[src/rtl/bcd_time_of_day_counter.sv]
// BCD hh:mm:ss time-of-day counter with 12h/24h mode, per-field load with
// validation and a registered load-error pulse.
// Optional alarm (AW/AEN/ALARM ports, alarm registers) enabled by ALARM_EN.
module bcd_time_of_day_counter #(
  parameter bit         HOUR_12 = 1'b0,
  parameter logic [7:0] SEC_RST = 8'h00,
  parameter logic [7:0] MIN_RST = 8'h00
) (
  input  logic        clk,
  input  logic        rst_n,
  input  logic        ce,
  input  logic        L,
  input  logic [1:0]  sel,
  input  logic [7:0]  DI,
`ifdef ALARM_EN
  input  logic        AW,
  input  logic        AEN,
  output logic        ALARM,
`endif
  output logic [7:0]  QS,
  output logic [7:0]  QM,
  output logic [7:0]  QH,
  output logic [23:0] QHMS,
  output logic        PM,
  output logic        CO,
  output logic        LERR
);

  localparam logic [7:0] HOUR_RST = HOUR_12 ? 8'h12 : 8'h00;

  logic [7:0] sec_q, sec_d, min_q, min_d, hr_q, hr_d;
  logic       pm_q, pm_d, lerr_q, lerr_d;
  logic [7:0] sec_inc, min_inc, hr_inc;
  logic       pm_inc, sec_carry, min_carry;
  logic       load_ok, aw_err;

  function automatic logic [7:0] bcd_inc(input logic [7:0] v);
    if (v[3:0] == 4'd9) return {v[7:4] + 4'd1, 4'd0};
    else                return {v[7:4], v[3:0] + 4'd1};
  endfunction

  function automatic logic valid_ms(input logic [7:0] v);
    return (v[7:4] <= 4'd5) && (v[3:0] <= 4'd9);
  endfunction

  function automatic logic valid_hr(input logic [7:0] v);
    if (HOUR_12)
      return ((v[7:4] == 4'd0) && (v[3:0] >= 4'd1) && (v[3:0] <= 4'd9)) ||
             ((v[7:4] == 4'd1) && (v[3:0] <= 4'd2));
    else
      return (v[3:0] <= 4'd9) &&
             ((v[7:4] <= 4'd1) || ((v[7:4] == 4'd2) && (v[3:0] <= 4'd3)));
  endfunction

  // Validity of DI for the field selected by sel
  always_comb begin
    load_ok = 1'b0;
    case (sel)
      2'd0, 2'd1: load_ok = valid_ms(DI);
      2'd2:       load_ok = valid_hr(DI);
      default:    load_ok = HOUR_12;
    endcase
  end

  // Single-step successor of the whole time value; all carries resolve in one cycle
  always_comb begin
    sec_carry = (sec_q == 8'h59);
    min_carry = (min_q == 8'h59);
    sec_inc   = sec_carry ? '0 : bcd_inc(sec_q);
    min_inc   = min_carry ? '0 : bcd_inc(min_q);
    hr_inc    = bcd_inc(hr_q);
    pm_inc    = pm_q;
    if (HOUR_12) begin
      if (hr_q == 8'h12) begin
        hr_inc = 8'h01;
      end else if (hr_q == 8'h11) begin
        hr_inc = 8'h12;
        pm_inc = ~pm_q;
      end
    end else if (hr_q == 8'h23) begin
      hr_inc = '0;
    end
  end

  // Next state: load has priority over count; a ce tick in a load cycle is dropped
  always_comb begin
    sec_d  = sec_q;
    min_d  = min_q;
    hr_d   = hr_q;
    pm_d   = pm_q;
    lerr_d = aw_err;
    if (L) begin
      lerr_d = ~load_ok;
      if (load_ok) begin
        case (sel)
          2'd0:    sec_d = DI;
          2'd1:    min_d = DI;
          2'd2:    hr_d  = DI;
          default: pm_d  = DI[0];
        endcase
      end
    end else if (ce) begin
      sec_d = sec_inc;
      if (sec_carry) min_d = min_inc;
      if (sec_carry && min_carry) begin
        hr_d = hr_inc;
        pm_d = pm_inc;
      end
    end
  end

  // Time registers and load-error pulse
  always_ff @(posedge clk or negedge rst_n) begin
    if (!rst_n) begin
      sec_q  <= SEC_RST;
      min_q  <= MIN_RST;
      hr_q   <= HOUR_RST;
      pm_q   <= 1'b0;
      lerr_q <= 1'b0;
    end else begin
      sec_q  <= sec_d;
      min_q  <= min_d;
      hr_q   <= hr_d;
      pm_q   <= pm_d;
      lerr_q <= lerr_d;
    end
  end

`ifdef ALARM_EN
  logic [7:0] amin_q, amin_d, ahr_q, ahr_d;
  logic       apm_q, apm_d, alarm_q, alarm_d, aw_ok;

  // Alarm field writes and match detection on the value a ce step produces
  always_comb begin
    amin_d = amin_q;
    ahr_d  = ahr_q;
    apm_d  = apm_q;
    aw_ok  = (sel != 2'd0) && load_ok;
    aw_err = ~L & AW & ~aw_ok;
    if (!L && AW && aw_ok) begin
      case (sel)
        2'd1:    amin_d = DI;
        2'd2:    ahr_d  = DI;
        default: apm_d  = DI[0];
      endcase
    end
    alarm_d = ~L & ce & AEN & (sec_d == 8'h00) & (min_d == amin_q) &
              (hr_d == ahr_q) & (!HOUR_12 || (pm_d == apm_q));
  end

  // Alarm registers and registered alarm pulse
  always_ff @(posedge clk or negedge rst_n) begin
    if (!rst_n) begin
      amin_q  <= '0;
      ahr_q   <= '0;
      apm_q   <= 1'b0;
      alarm_q <= 1'b0;
    end else begin
      amin_q  <= amin_d;
      ahr_q   <= ahr_d;
      apm_q   <= apm_d;
      alarm_q <= alarm_d;
    end
  end

  assign ALARM = alarm_q;
`else
  assign aw_err = 1'b0;
`endif

  assign QS   = sec_q;
  assign QM   = min_q;
  assign QH   = hr_q;
  assign QHMS = {hr_q, min_q, sec_q};
  assign PM   = HOUR_12 ? pm_q : 1'b0;
  assign LERR = lerr_q;
  assign CO   = ce & ~L & (HOUR_12 ? (({hr_q, min_q, sec_q} == 24'h115959) & pm_q)
                                   : ({hr_q, min_q, sec_q} == 24'h235959));

endmodule
[config.mk]
export PLATFORM = sky130hd
export DESIGN_NAME = bcd_time_of_day_counter
export DESIGN_NICKNAME = d
export VERILOG_FILES = /design/src/rtl/bcd_time_of_day_counter.sv
export SDC_FILE = /design/constraint.sdc
export NUM_CORES = 1
export LEC_CHECK = 0
export BUFFER_PORTS_ARGS = -buffer_cell sky130_fd_sc_hd__buf_2
export CAP_MARGIN = 20
export CORE_ASPECT_RATIO = 0.8
export CORE_MARGIN = 2
export CORE_UTILIZATION = 51
export DETAILED_ROUTE_END_ITERATION = 6
export GPL_ROUTABILITY_DRIVEN = 0
export PLACE_DENSITY = 0.81
export SKIP_LAST_GASP = 1
export SYNTH_ARGS = -nofsm -noshare
export SYNTH_HDL_FRONTEND = slang
export SYNTH_SLANG_ARGS = --single-unit
export TNS_END_PERCENT = 50
[constraint.sdc]
create_clock -name clk -period 2.6 [get_ports clk]
set_input_delay 0.13 -clock clk [delete_from_list [all_inputs] [get_ports clk]]
set_output_delay 0.13 -clock clk [all_outputs]
set_load 0.01 [all_outputs]
After elaboration in Yosys (flattened, before gate mapping)
Cells that the tools add are included.
- register bits after elaboration: 25
- word-level logic and storage cells: 76
- input port bits: 14
- reductions and logical operators: 19
- equal/unequal tests: 14
- bitwise gates (word level): 4
- magnitude comparators: 4
- mux-type cells: 22
- add/subtract/negate cells: 6
- operators by type and width (kind ; count):
    $mux W8 ; 20
    $add A4 B1 Y4 const B ; 6
    $eq A24 B22 Y1 const B ; 1
    $eq A8 B7 Y1 const B ; 2
    $eq A4 B4 Y1 const B ; 3
    $reduce_and A4 Y1 ; 3
    $reduce_and A5 Y1 ; 2
    $reduce_bool A3 Y1 ; 3
    $eq A8 B6 Y1 const B ; 1
    $ne A2 B1 Y1 const B ; 4
    $reduce_bool A2 Y1 ; 3
    $eq A4 B2 Y1 const B ; 1
    $le A4 B1 Y1 const B ; 1
    $le A4 B2 Y1 const B ; 1
    $le A4 B3 Y1 const B ; 1
    $le A4 B4 Y1 const B ; 1
    $logic_and A1 B1 Y1 ; 4
    $reduce_and A3 Y1 ; 1
    $and A1 B1 Y1 ; 2
    $eq A2 B1 Y1 const B ; 1
    $eq A2 B2 Y1 const B ; 1
    $logic_not A2 Y1 ; 1
    $not A1 Y1 ; 2
    $pmux W1 S2 ; 1
    3 further kinds ; 3

Logic depth before layout (Yosys ltp)
- depth after elaboration: 7
- gate-level depth with buffers: 7
- gate-level depth less buffers: 7

Worst setup path before layout
Ideal clock, no wire load.
- path kind: register to register
- start point: register min_q[1] (netlist: QM[1])
- end point: register hr_q[0] (netlist: QH[0])
- setup time: 0.125 ns
- path buffers: 0
- period minus slack after synthesis: 1.891 ns
- cell stages (with the launch flop): 8
- data required time: 2.475 ns
- arrival time: 1.767 ns
- setup slack: 0.709 ns
- cell sequence: dfrtp_1 > inv_1 > ha_1 > and4bb_2 > nand2_1 > o21ai_0 > nand2_1 > mux2_2
- cells in the longest elaborated chain, start to end: 4
- ends and longest elaborated chain (what ; line ; RTL):
    from (decl) ; 31 ; logic [7:0] sec_q, sec_d, min_q, min_d, hr_q, hr_d;
    from (signal assigned) ; 122 ; min_q <= min_d;
    $eq A8 B7 Y1 ; 68 ; min_carry = (min_q == 8'h59);
    $logic_and A1 B1 Y1 ; 105 ; if (sec_carry && min_carry) begin
    $reduce_bool A2 Y1 (no line) ; - ;
    $reduce_and A4 Y1 (no line) ; - ;
    to (signal assigned) ; 123 ; hr_q <= hr_d;
    to (decl) ; 31 ;
Every way passes these cells.
A chain may end at the register's enable or synchronous reset.

Worst setup path after layout
- start point: register min_q[1] (netlist: QM[1])
- end point: register hr_q[1] (netlist: QH[1])
Same word-level chain as after synthesis.

==> results list <==
* Final-report setup violation count: 0
- Boundary Pins: between 60 and 70
- Detailed-route wire length per cell: ~15 um
- Arrival time reported for the critical path endpoint: 2280 ps
- In this run the clock root is driven by a clkbuf_8.
* Final clock skew: 4.57 ps
- Total clock buffers created by CTS: 3
- FF+latch count, synth: 25
* Clk network pwr share: 13.2%
* Buffers on Ports: 63
- The initial utilization of the core area, before any placement, comes to 52.4%.
* Clk_lat worst skew: approximately 270 ps
* Ant diodes: 0
- The hold violation count in the final report is 0.
- Peak Freq: 0.472 GHz
* FFs w/ async S/R, synth: 100%
- For the pin with the worst max-slew slack, the measured transition is 583 ps.
- The initial antenna violation count is 0.
- When the netlist entered floorplanning its net count stood at 241.
* CTS max path bufs: 2
- Count of warnings emitted by yosys: 0
- Time the final worst path needs with I/O delays and setup: 2120 ps
- Internal Dissipation: 1.02 mW
- Layout fillers: ~340
* Worst EP required: 2760 ps
* Number of design-rule violations left by the first detailed-router iteration: 67
- Number of nets in the final layout: 283
* Switching Share: 43.2%
- Sequential share of power: roughly 40%
* Number of different library cells in the post-synthesis netlist: 49
- Estimated wirelength of the detail-placed design: 3420 um
- The first detailed-routing pass ran for 4 iterations.
- Along the worst path, the maximum fanout reaches 6.
* Largest voltage drop on the vdd net: between 0.0003 and 0.0004 V
- CTS built an H-tree with a depth of 1.
- The worst setup path is launched from a flip-flop.
- Wire length of the first global-routing pass: 7260 um
- Combinational logic is responsible for 46.4% of the overall power.
- Power spread over the standard cell area amounts to 820 nW/um2.
* Die X: 73.2 um
- Reported leakage power: between 1 and 1.5 nW
- Endpoint class of the critical path: flip-flop
* Worst max-slew margin expressed relative to the limit: around 61%
- After detailed routing, the total wire length is approximately 4500 um.
- Die Outline Area: approximately 4300 um2
* Final setup slack of the worst path: around 480 ps
- Setup TNS: 0 ps
- RSZ-0062 raised after global routing: no
- The area growth from synthesis to layout is 12.0%.
* Netlist area before placement: 1960 um2
* All-layer global routing usage: about 21%
- Layout cells sized above 1: about a third
* Sum of overflow across all layers after global routing: 0
- The number of pins with negative max-slew slack in the final report is 0.
- Once detail routing completed, the nets flagged for antenna violations numbered 0.
- Crit path kind: reg2reg
* Number of remaining DRC errors: 0
* Cell count after synthesis: between 200 and 250
* Standard cell core area: 3730 um2
- Most used flip-flop cell after synthesis: dfrtp_1
- Maximum number of pins on one net before global-route repair: 26
* Via count of the first global-routing pass: 1556
- Once the clock tree was built, the setup fixing pass inserted 0 buffers.
* Worst setup slack after placement: ~530 ps
- The tightest min-delay check is of the in2reg type.
- Averaged over all synthesized cells, the footprint is 9.01 um2.
- Max-cap violations in this run came to 0.
- Number of standard-cell rows in the floorplan: 20
* Number of vias per cell: 5.80
- Clock-pin slew of the registers on the worst-case setup and hold paths: approximately 90 ps
* Die Span Y: between 50 and 60 um
- Seq/Total Area, Yosys: between 30% and 40%
- The run finished with clean final reports.
- The analysis attributes to net switching a power of 0.776 mW.
- The final critical path takes up 81.5% of the cycle.
- CTS Sinks: 25
- Yosys mapped a number of flops with a built-in enable equal to 0.
- TritonCTS built the clock tree.
* Utilization after layout: 58.7%
- The final route contains 1751 vias.
-- worst max-delay path: stages (launching register included) --
cell and delay (ps):
dfrtp_1 430, inv_1 70, ha_1 190, and4bb_2 310, nand2_1 60, o21ai_0 410
nand2_1 210, mux2_2 320
-- synth_stat cells (all sizes together), types with 2 or more instances --
cell type / number / area, um2
buf: 27 / 196
dfrtp: 25 / 626
nand2: 25 / 96.4
o21ai: 19 / 95.1
inv: 14 / 52.6
mux2: 12 / 135
nand3: 12 / 65.1
ha: 10 / 125
a21oi: 9 / 45.0
nand2b: 6 / 37.5
o2bb2ai: 6 / 52.6
a31oi: 4 / 25.0
nor4: 3 / 18.8
o211ai: 3 / 22.5
o31a: 3 / 26.3
a221o: 2 / 20.0
and3b: 2 / 17.5
and4bb: 2 / 25.0
nand3b: 2 / 15.0
nand4b: 2 / 17.5
nor2: 2 / 7.51
nor2b: 2 / 12.5
nor4b: 2 / 17.5
o21a: 2 / 15.0
xnor2: 2 / 17.5
-- repair_timing --
item / in CTS / in global routing
hold endpoints to repair: 25 / 0
resized for setup: 0 / 0
hold buffers: 1 / 0
-- layout make-up --
| class | count | area [um2] | share of cell area, % |
|---|---|---|---|
| multi-input cells | 150 | 1080 | 49.2 |
| well taps | 44 | 55.1 | 2.51 |
| clock inverters | 1 | 5.00 | 0.229 |
| inverters | 14 | 52.6 | 2.40 |
| flip-flops and latches | 25 | 626 | 28.6 |
| clock buffers | 3 | 41.3 | 1.89 |
| repair buffers | 65 | 333 | 15.2 |
-- per-layer routing --
layer	wire (um)	vias to the layer above	GRT usage, %	share of wire [%]
met5	0	-	0	0
met3	310	6	4.93	6.8
li1	-	845	-	-
met1	2100	827	30.4	46
met4	29	0	3.17	0.64
met2	2090	73	34.4	46
-- power groups by stage --
stage / clock network [mW] / logic, mW / registers [mW]
after detailed placement: 0 / 0.831 / 0.730
after global routing: 0.257 / 0.931 / 0.759
final: 0.236 / 0.834 / 0.725
after CTS: 0.245 / 0.840 / 0.724
after global placement: 0 / 0.822 / 0.721
after floorplan: 0 / 0.604 / 0.757
-- cell families (layout without fill, tap and decap cells) --
group / Yosys count / after routing / share of synthesized area [%]
other: 1 / 1 / 0.192
DFF: 25 / 25 / 32.0
buffers and inverters: 42 / 83 / 12.9
muxes: 13 / 13 / 7.42
xor gates and xnor gates: 3 / 3 / 1.34
adders and majority gates: 10 / 10 / 6.40
AOI/OAI and AO/OA: 56 / 56 / 20.2
and+or+nand+nor: 67 / 67 / 19.5
-- path summary, 6_finish.rpt --
path                                   start                 to  slack [ps]  cells past startpoint
min reg2reg                QM[7]$_DFFE_PN0P_  QM[7]$_DFFE_PN0P_         590                      1
min in group asynchronous              rst_n     LERR$_DFF_PN0_         390                      2
max in group asynchronous              rst_n  QM[4]$_DFFE_PN0P_        1830                      2
max reg2reg                QM[1]$_DFFE_PN0P_  QH[1]$_DFFE_PN0P_         480                      7
min                                    DI[6]  QM[6]$_DFFE_PN0P_         180                      3
max                        QM[1]$_DFFE_PN0P_  QH[1]$_DFFE_PN0P_         480                      7
-- state kept, by name, indices dropped and copies added (netlist names) --
signal	cells
QH	8
QM	8
QS	8
LERR	1
-- layout by cell type (no fill, tap or decap), types with 2 or more instances in the layout --
cell type / count
a21oi_1: 9
a221o_1: 2
a31oi_1: 4
and3b_1: 2
and4bb_2: 2
buf_2: 63
clkbuf_8: 3
dfrtp_1: 25
ha_1: 10
inv_1: 14
mux2_2: 12
nand2_1: 24
nand2b_1: 6
nand3_1: 11
nand3b_1: 2
nand4b_1: 2
nor2_1: 2
nor2b_1: 2
nor4_1: 3
nor4b_1: 2
o211ai_1: 3
o21a_1: 2
o21ai_0: 18
o2bb2ai_1: 6
o31a_1: 3
xnor2_1: 2
-- through the flow --
stage | cells | power [mW] | hold WS [ps] | cell area, um2
CTS | 302 | 1.81 | 176 | 2190
floorplan | 217 | 1.36 | -166 | 1960
detailed placement | 297 | 1.56 | 164 | 2130
global placement | 297 | 1.54 | 155 | 2130
finish | 302 | 1.80 | 182 | 2190
global route | 302 | 1.95 | 217 | 2190
(Power assumes the default switching activity.)
